File: src/rtl/vga_timing.sv
// Raster timing generator: pixel address, active-video qualifier, frame pulse
// and programmable-delay h/v sync, all advancing on the pix_en tick.
module vga_timing #(
    parameter int unsigned H_ACTIVE = 640,
    parameter int unsigned H_FP     = 16,
    parameter int unsigned H_SYNC   = 96,
    parameter int unsigned H_BP     = 48,
    parameter int unsigned V_ACTIVE = 480,
    parameter int unsigned V_FP     = 10,
    parameter int unsigned V_SYNC   = 2,
    parameter int unsigned V_BP     = 33,
    parameter logic        SYNC_POL = 1'b0,
    parameter int unsigned SYNC_DLY = 1
) (
    input  logic        clk,
    input  logic        rst_n,
    input  logic        pix_en,
    output logic [10:0] col_addr,
    output logic [10:0] row_addr,
    output logic        ready,
    output logic        hsync,
    output logic        vsync,
    output logic        frame_start
);

    localparam int unsigned H_TOTAL = H_ACTIVE + H_FP + H_SYNC + H_BP;
    localparam int unsigned V_TOTAL = V_ACTIVE + V_FP + V_SYNC + V_BP;
    localparam int unsigned DLY_W   = SYNC_DLY + 1;

    localparam logic [10:0] H_ACT_END = 11'(H_ACTIVE - 1);
    localparam logic [10:0] H_FP_END  = 11'(H_ACTIVE + H_FP - 1);
    localparam logic [10:0] H_SYN_END = 11'(H_ACTIVE + H_FP + H_SYNC - 1);
    localparam logic [10:0] H_LAST    = 11'(H_TOTAL - 1);
    localparam logic [10:0] V_ACT_END = 11'(V_ACTIVE - 1);
    localparam logic [10:0] V_FP_END  = 11'(V_ACTIVE + V_FP - 1);
    localparam logic [10:0] V_SYN_END = 11'(V_ACTIVE + V_FP + V_SYNC - 1);
    localparam logic [10:0] V_LAST    = 11'(V_TOTAL - 1);

    typedef enum logic [1:0] {H_ACT, H_FPO, H_SYN, H_BPO} h_phase_t;
    typedef enum logic [1:0] {V_ACT, V_FPO, V_SYN, V_BPO} v_phase_t;

    logic [10:0]      h_cnt;
    logic [10:0]      v_cnt;
    h_phase_t         h_state;
    v_phase_t         v_state;
    logic             h_wrap;
    logic             v_wrap;
    logic             active;
    logic             hsync_raw;
    logic             vsync_raw;
    logic [DLY_W-1:0] h_pipe;
    logic [DLY_W-1:0] v_pipe;

    assign h_wrap    = (h_cnt == H_LAST);
    assign v_wrap    = (v_cnt == V_LAST);
    assign active    = (h_state == H_ACT) && (v_state == V_ACT);
    assign hsync_raw = (h_state == H_SYN) ? SYNC_POL : ~SYNC_POL;
    assign vsync_raw = (v_state == V_SYN) ? SYNC_POL : ~SYNC_POL;

    // Counters and phase FSMs; the vertical FSM only steps on a line wrap.
    always_ff @(posedge clk) begin
        if (!rst_n) begin
            h_cnt   <= '0;
            v_cnt   <= '0;
            h_state <= H_ACT;
            v_state <= V_ACT;
        end else if (pix_en) begin
            h_cnt <= h_wrap ? '0 : h_cnt + 11'd1;
            if (h_wrap) begin
                v_cnt <= v_wrap ? '0 : v_cnt + 11'd1;
            end

            case (h_state)
                H_ACT:   if (h_cnt == H_ACT_END) h_state <= H_FPO;
                H_FPO:   if (h_cnt == H_FP_END)  h_state <= H_SYN;
                H_SYN:   if (h_cnt == H_SYN_END) h_state <= H_BPO;
                H_BPO:   if (h_wrap)             h_state <= H_ACT;
                default: h_state <= H_ACT;
            endcase

            if (h_wrap) begin
                case (v_state)
                    V_ACT:   if (v_cnt == V_ACT_END) v_state <= V_FPO;
                    V_FPO:   if (v_cnt == V_FP_END)  v_state <= V_SYN;
                    V_SYN:   if (v_cnt == V_SYN_END) v_state <= V_BPO;
                    V_BPO:   if (v_wrap)             v_state <= V_ACT;
                    default: v_state <= V_ACT;
                endcase
            end
        end
    end

    // Stage 0 of each sync pipe sits alongside ready; the rest is the extra delay.
    always_ff @(posedge clk) begin
        if (!rst_n) begin
            ready       <= 1'b0;
            col_addr    <= '0;
            row_addr    <= '0;
            frame_start <= 1'b0;
            h_pipe      <= {DLY_W{~SYNC_POL}};
            v_pipe      <= {DLY_W{~SYNC_POL}};
        end else begin
            frame_start <= 1'b0;
            if (pix_en) begin
                ready       <= active;
                col_addr    <= active ? h_cnt : '0;
                row_addr    <= active ? v_cnt : '0;
                frame_start <= (h_cnt == '0) && (v_cnt == '0);
                h_pipe      <= DLY_W'({h_pipe, hsync_raw});
                v_pipe      <= DLY_W'({v_pipe, vsync_raw});
            end
        end
    end

    assign hsync = h_pipe[SYNC_DLY];
    assign vsync = v_pipe[SYNC_DLY];

endmodule

File: config.mk
export PLATFORM = sky130hd
export DESIGN_NAME = vga_timing
export DESIGN_NICKNAME = d
export VERILOG_FILES = /design/src/rtl/vga_timing.sv
export SDC_FILE = /design/constraint.sdc
export NUM_CORES = 1
export LEC_CHECK = 0
export CORE_MARGIN = 2
export CORE_UTILIZATION = 41
export CTS_CLUSTER_DIAMETER = 150
export CTS_CLUSTER_SIZE = 24
export DETAILED_ROUTE_END_ITERATION = 10
export GPL_ROUTABILITY_DRIVEN = 0
export SETUP_SLACK_MARGIN = 0.15
export SLEW_MARGIN = 20
export SYNTH_ARGS = -nofsm -noshare
export SYNTH_HDL_FRONTEND = slang
export SYNTH_SLANG_ARGS = --single-unit
File: constraint.sdc
create_clock -name clk -period 1.6 [get_ports clk]
set_input_delay 0.48 -clock clk [delete_from_list [all_inputs] [get_ports clk]]
set_output_delay 0.48 -clock clk [all_outputs]
set_load 0.01 [all_outputs]
==> results.md, run 1 <==
- Via count: 2223
- Comb pwr share: 6.1%
- Post-synthesis net count: 293
- Setup crit start kind: flip-flop
- Worst setup margin: -0.0189 ns
- Fin crit share: 101%
- Drt drc: 0
- H-tree depth: 2
- Chip height: 81.7 um
- Gr ovfl total: 0
- Die Wd: 81.7 um
- Switch share: 22.6%
- Worst slew pin tran: 0.336 ns
- Root buffer cell: clkbuf_8
- RSZ-0062 raised after global routing: yes
- MaxCap Viol Count: 0
- Antenna diodes: 0
- CTS Buf Count: 5
- Layout cells sized above 1: 32.5%
- Slew Limit Fails: 0
- Top cell type by total area after synthesis: dfxtp_1
- Largest net degree at the start of global routing: 24
- Max Clk Rate: 618 MHz
- Critical path arrival: 1.84 ns
- Cell Chain, Critical Path: inv_4, ha_4, nor2b_4, nand4_1, a221oi_4, buf_4, a21o_1, a21oi_2
- Final count of negative-setup-slack endpoints: 1
- Failing checks: setup timing
- Number of top-level pins: 29
- Die Area: 0.00667 sq mm
- Initial Util: 42.0%
- Post-synthesis sequential area ratio: 43.7%
- Total negative slack: -0.0189 ns
- Crit Path Max Fanout: 4
- Leakage power: 1.54 nW
- CP Data Required Time: 1.82 ns
- First drt pass iteration count: 4
- Final Critical Period: 1.62 ns
- Drt initial violations: 177
- Cell area after synthesis: 0.00247 sq mm
- Post-DRT Antenna Nets: 0
- Internal power: 1.88 mW
- Yosys cell types: 38
- Area fraction of the dominant cell type after synthesis: 43.7%
- Psw: 551 uW
- Flop pwr share: 55.8%
- Most frequent cells in the layout: buf_4 (50), nor2_1 (47), dfxtp_1 (42), a22oi_1 (22), dlygate4sd2_1 (19)
- Outcome: complete, but fails checks
- Antenna violations before repair: 0
- Routed Wire Length: 6290 um
- Worst VDD drop: 0.386 mV
- #FFs+latches synth: 54
- Area Growth Syn to Fin: 46.2%
- Hold buffers post-CTS: 0
- Fin. Hold Viols: 0
- GRT Util Overall: 19.7%
- CTS max path bufs: 2
- Syn avg cell area: 8.97 sq um
- Synth top area cells: dfxtp_1 (44%), nor2_1 (7.6%), ha_1 (7.1%)
- Post-Synthesis Cells: 276
- Pwr dens: 673 mW/mm^2
- Worst path max stage delay: 0.39 ns
- Crit path kind: reg2reg
- PortBufs: 28
- First-pass GRT wire length: 10100 um
- Finished Core Util: 61.5%
- Commonest non-fill, non-tap cell in the layout: buf_4
- Worst Setup End Kind: flip-flop
- Hold Crit Class: reg2reg
- Vias in the first global route: 2026
- Layout Skew: 0.00956 ns
- TritonCTS clock tree: done
- Max-slew headroom: 77.5%
- Vias per cell: 5.15
- Clock Latency Late Sink: 0.31 ns
- Core Area: 0.00589 sq mm
- Layout Nets: 373
- Clock power share: 38.1%
- Syn. warnings: 0
- Hpwl dp: 4210 um
- Slowest library cell on the worst path: dfxtp_4
- Drt wl/cell: 14.6 um
- Row count: 28
- Layout fillers: 506
- Clock transition at the registers of the reported paths: 0.10 ns
- Clock sinks: 54
## path summary, 6_finish.rpt
check	startpoint	endpoint	slack [ns]	cells past startpoint
setup / recovery	v_cnt[0]$_SDFFE_PN0P_	v_state[1]$_SDFFE_PN0P_	-0.02	8
hold / removal	h_pipe[1]$_SDFFE_PN1P_	h_pipe[1]$_SDFFE_PN1P_	0.48	2
setup reg to reg	v_cnt[0]$_SDFFE_PN0P_	v_state[1]$_SDFFE_PN0P_	-0.02	8
hold reg to reg	h_pipe[1]$_SDFFE_PN1P_	h_pipe[1]$_SDFFE_PN1P_	0.48	2
## timing repair
item / in CTS / in global routing
endpoints found under the setup margin: 72 / 55
gates cloned: 0 / 0
setup buffers: 9 / 4
pin swaps: 31 / 9
gates resized for setup: 70 / 23
## cell families (layout without fill, tap and decap cells)
family | after synthesis | after routing | synth area share, %
AND/OR/NAND/NOR | 118 | 118 | 24.0
XOR/XNOR | 20 | 20 | 7.08
adder cells (fa/ha/maj) | 14 | 14 | 7.08
buffers and inverters | 28 | 109 | 4.85
multiplexers | 3 | 3 | 1.21
flip-flops | 54 | 54 | 43.7
AO/OA/AOI/OAI | 39 | 39 | 12.1
## power groups by stage
| stage | logic (mW) | clock network, mW | registers [mW] |
|---|---|---|---|
| 2_1_floorplan | 0.0618 | 0 | 1.40 |
| 3_3_place_gp | 0.143 | 0 | 1.39 |
| 6_report | 0.148 | 0.927 | 1.36 |
| 3_5_place_dp | 0.143 | 0 | 1.39 |
| 4_1_cts | 0.147 | 0.949 | 1.36 |
| 5_1_grt | 0.162 | 0.997 | 1.36 |
## routing by layer
| layer | global-route usage (%) | vias to the layer above | share of wire [%] |
|---|---|---|---|
| met1 | 27.8 | 1041 | 49 |
| met4 | 5.83 | 0 | 1.4 |
| met5 | 0 | - | 0 |
| li1 | - | 1119 | - |
| met3 | 3.96 | 10 | 4.7 |
| met2 | 30.5 | 53 | 45 |
## synthesized netlist by cell type, drive strengths merged
cell and n:
nand2 19, clkinv 1, nor4 4, nor2b 1
or3b 1, o41ai 1, buf 5, a22oi 23
nor3 6, a311oi 1, ha 14, nor2 50
xor2 10, o21ai 3, nand4b 1, and3b 2
o22a 1, clkbuf 12, nand4 11, xnor2 10
inv 10, nand3b 1, and4b 1, a221oi 2
mux2i 3, o211a 1, a21oi 6, nand3 11
a21o 1, or4b 1, dfxtp 54, and3 9
## worst max-delay path: cells and delay by family (launching register included)
kind | cells | cell delay [ns]
buf+inv | 2 | 0.22
simple gates | 2 | 0.29
fa+ha+maj | 1 | 0.11
flops | 1 | 0.39
compound gates | 3 | 0.51
## flip-flops by register name, indices dropped and copies added, names as in the netlist
register	flops
h_pipe	2
v_pipe	2
col_addr	11
h_state	2
v_cnt	11
v_state	2
frame_start	1
ready	1
row_addr	11
h_cnt	11
## area by class of cell
| type | count | area [sq um] | share of cell area (%) |
|---|---|---|---|
| well taps | 75 | 93.8 | 2.59 |
| inverters | 11 | 47.5 | 1.31 |
| clock buffers | 6 | 72.6 | 2.01 |
| clock inverters | 2 | 37.5 | 1.04 |
| repair buffers | 90 | 779 | 21.5 |
| multi-input cells | 194 | 1490 | 41.1 |
| flip-flops and latches | 54 | 1100 | 30.4 |
## stage by stage
step	instance area (sq um)	instances	power [mW]	hold slack (ns)	worst slack, ns
after floorplan	2540	276	1.46	0.440	-0.0119
after CTS	3520	428	2.45	0.486	0.00500
after global routing	3620	432	2.52	0.505	-0.0977
after global placement	3210	411	1.53	0.456	-0.388
final	3620	432	2.43	0.478	-0.0189
after detailed placement	3210	411	1.53	0.460	-0.422
Note: power is estimated with default switching activity, not from simulation.
==> run 2, diff against run 1 <==
--- a/config.mk
+++ b/config.mk
@@ -5,6 +5,7 @@
 export SDC_FILE = /design/constraint.sdc
 export NUM_CORES = 1
 export LEC_CHECK = 0
+export CORE_ASPECT_RATIO = 1.75
 export CORE_MARGIN = 2
 export CORE_UTILIZATION = 41
 export CTS_CLUSTER_DIAMETER = 150
==> run 2 against run 1 <==
  * The flow still finishes with violations (setup timing)
  * Global-route usage rose by 1.3 points
  * Highest routed layer unchanged
  * Clock skew fell by 0.0013 ns
  * Setup slack got worse by 0.062 ns
  * Largest power group unchanged
  * Sequential share of layout area fell by 0.90 points
  * Utilization rose by 1.6 points
  * Total power rose by 1.9%
  * Critical path depth did not move
  * Clock power rose by 3.6%
  * Largest cell class unchanged
  * Hold slack got worse by 0.0040 ns
  * Critical endpoint is now v_cnt[7]$_SDFFE_PN0P_
  * Via count rose by 2.4%
  * Non-clock buffer count rose by 1
  * Final area rose by 2.5%
==> results.md, run 2 (synthesized netlist as in run 1, its figures left out) <==
- Setup crit start kind: flip-flop
- Hold Crit Class: reg2reg
- Crit path kind: reg2reg
- Layout Skew: 0.00827 ns (-0.00129 ns)
- Drt initial violations: 114 (-36%)
- Clock sinks: 54 (unchanged)
- Area Growth Syn to Fin: 49.7%
- RSZ-0062 raised after global routing: yes
- Worst VDD drop: 0.625 mV (+62%)
- Pwr dens: 670 mW/mm^2 (-0.50%)
- Die Area: 0.00670 sq mm (+0.36%)
- Worst slew pin tran: 0.394 ns (+0.0581 ns)
- Finished Core Util: 63.0% (+1.6 points)
- Worst Setup End Kind: flip-flop
- WHS Path Cells: 2 (unchanged)
- R2R Setup Slk: -0.08 ns (-0.06 ns)
- Slew Limit Fails: 0 (unchanged)
- Root buffer cell: clkbuf_8
- Drt drc: 0 (unchanged)
- Multi-input logic area: 0.00153 sq mm (+3.3%)
- Largest net degree at the start of global routing: 25 (+4.2%)
- Inst Count DP: 415 (+0.97%)
- R2r startpoint: v_cnt[1]$_SDFFE_PN0P_
- Setup crit start: v_cnt[1]$_SDFFE_PN0P_
- Number of top-level pins: 29 (unchanged)
- Hold Crit Start: h_pipe[1]$_SDFFE_PN1P_
- Die Wd: 62.7 um (-23%)
- Core Area: 0.00588 sq mm (-0.11%)
- Gr ovfl total: 0 (unchanged)
- Failing checks: setup timing
- DP Area: 0.00323 sq mm (+0.74%)
- Hold buffers post-CTS: 0 (unchanged)
- Row count: 37 (+32%)
- Outcome: complete, but fails checks
- Fin. Hold Viols: 0 (unchanged)
- Clock Latency Late Sink: 0.32 ns (about the same)
- Critical path arrival: 1.90 ns (+0.06 ns)
- Worst reg-to-reg path cell count: 8 (unchanged)
- CTS max path bufs: 2 (unchanged)
- Post-DRT Antenna Nets: 0 (unchanged)
- CTS Buf Count: 5 (unchanged)
- Fin crit share: 105% (+3.9 points)
- CP Data Required Time: 1.82 ns (about the same)
- TritonCTS clock tree: done
- H-tree depth: 2 (unchanged)
- Drt wl/cell: 15.4 um (+5.6%)
- Register area: 0.00109 sq mm (-0.57%)
- Leakage power: 1.52 nW (-0.83%)
- Finished Layout Cells: 436 (+0.93%)
- Crit Path Max Fanout: 3 (-1)
- Most frequent cells in the layout: buf_4 (49), dfxtp_1 (47), nor2_1 (39), a22oi_1 (22), nand2_1 (18)
- Final Critical Period: 1.68 ns (+0.0617 ns)
- GRT Util Overall: 21.0% (+1.3 points)
- First-pass GRT wire length: 11100 um (+9.8%)
- First drt pass iteration count: 4 (unchanged)
- Layout cells sized above 1: 34.1% (+1.6 points)
- Antenna diodes: 0 (unchanged)
- Via count: 2276 (+2.4%)
- Worst Hold Margin: 0.474 ns (-0.00396 ns)
- Worst setup margin: -0.0806 ns (-0.0617 ns)
- Chip height: 107 um (+31%)
- Layout Nets: 374 (+0.27%)
- MaxCap Viol Count: 0 (unchanged)
- Initial Util: 42.1% (+0.045 points)
- Routed Wire Length: 6710 um (+6.6%)
- Max-slew headroom: 73.7% (-3.8 points)
- Commonest non-fill, non-tap cell in the layout: buf_4
- Antenna violations before repair: 0 (unchanged)
- Vias in the first global route: 2412 (+19%)
- Vias per cell: 5.22 (+1.4%)
- Final count of negative-setup-slack endpoints: 14 (+13)
- Design area: 0.00371 sq mm (+2.5%)
- PortBufs: 28 (unchanged)
- Clock transition at the registers of the reported paths: 0.11 ns (about the same)
- Place WS: -0.429 ns (-0.00625 ns)
- Max Clk Rate: 595 MHz (-3.7%)
- Hpwl dp: 4630 um (+10%)
- Total negative slack: -0.600 ns (-0.581 ns)
- Design Power: 2.48 mW (+1.9%)
- Layout fillers: 525 (+3.8%)
## run 2: layout make-up
class / instances / share of cell area, %
Multi-Input combinational cell: 194 / 41.4
Tap cell: 78 / 2.63
Clock buffer: 5 / 1.86
Timing Repair Buffer: 91 / 22.0
Sequential cell: 54 / 29.5
Clock inverter: 3 / 1.28
Inverter: 11 / 1.25
## run 2: critical path, stage by stage (launching register included)
cell and delay [ns]:
dfxtp_4 0.39, buf_12 0.10, buf_4 0.09, buf_4 0.10, nand3_1 0.18, nor2_1 0.29
nand4_1 0.17, xor2_1 0.19, nor2_1 0.07
## run 2: report_power, final
part | switching, mW | internal [mW] | leakage, nW | total (mW)
sequential | 0.00778 | 1.35 | 0.440 | 1.36
combinational | 0.0928 | 0.0698 | 1.03 | 0.163
clock | 0.481 | 0.478 | 0.0591 | 0.960
## run 2: timing repair
| item | in CTS | in global routing |
|---|---|---|
| gates cloned | 2 | 0 |
| setup endpoints to repair | 73 | 63 |
| pin swaps | 27 | 17 |
| setup buffers | 9 | 2 |
| gates resized for setup | 66 | 42 |
## run 2: layer usage
metal  up-vias  wire length, um  track usage, %
met2        45             3820            40.0
met3        12              185            4.30
met4         0              172            12.1
li1       1120                -               -
met5         -                0               0
met1      1099             2530            20.7
## run 2: worst paths after layout
kind | end
min | h_pipe[1]$_SDFFE_PN1P_
min reg2reg | h_pipe[1]$_SDFFE_PN1P_
max | v_cnt[7]$_SDFFE_PN0P_
max reg2reg | v_cnt[7]$_SDFFE_PN0P_
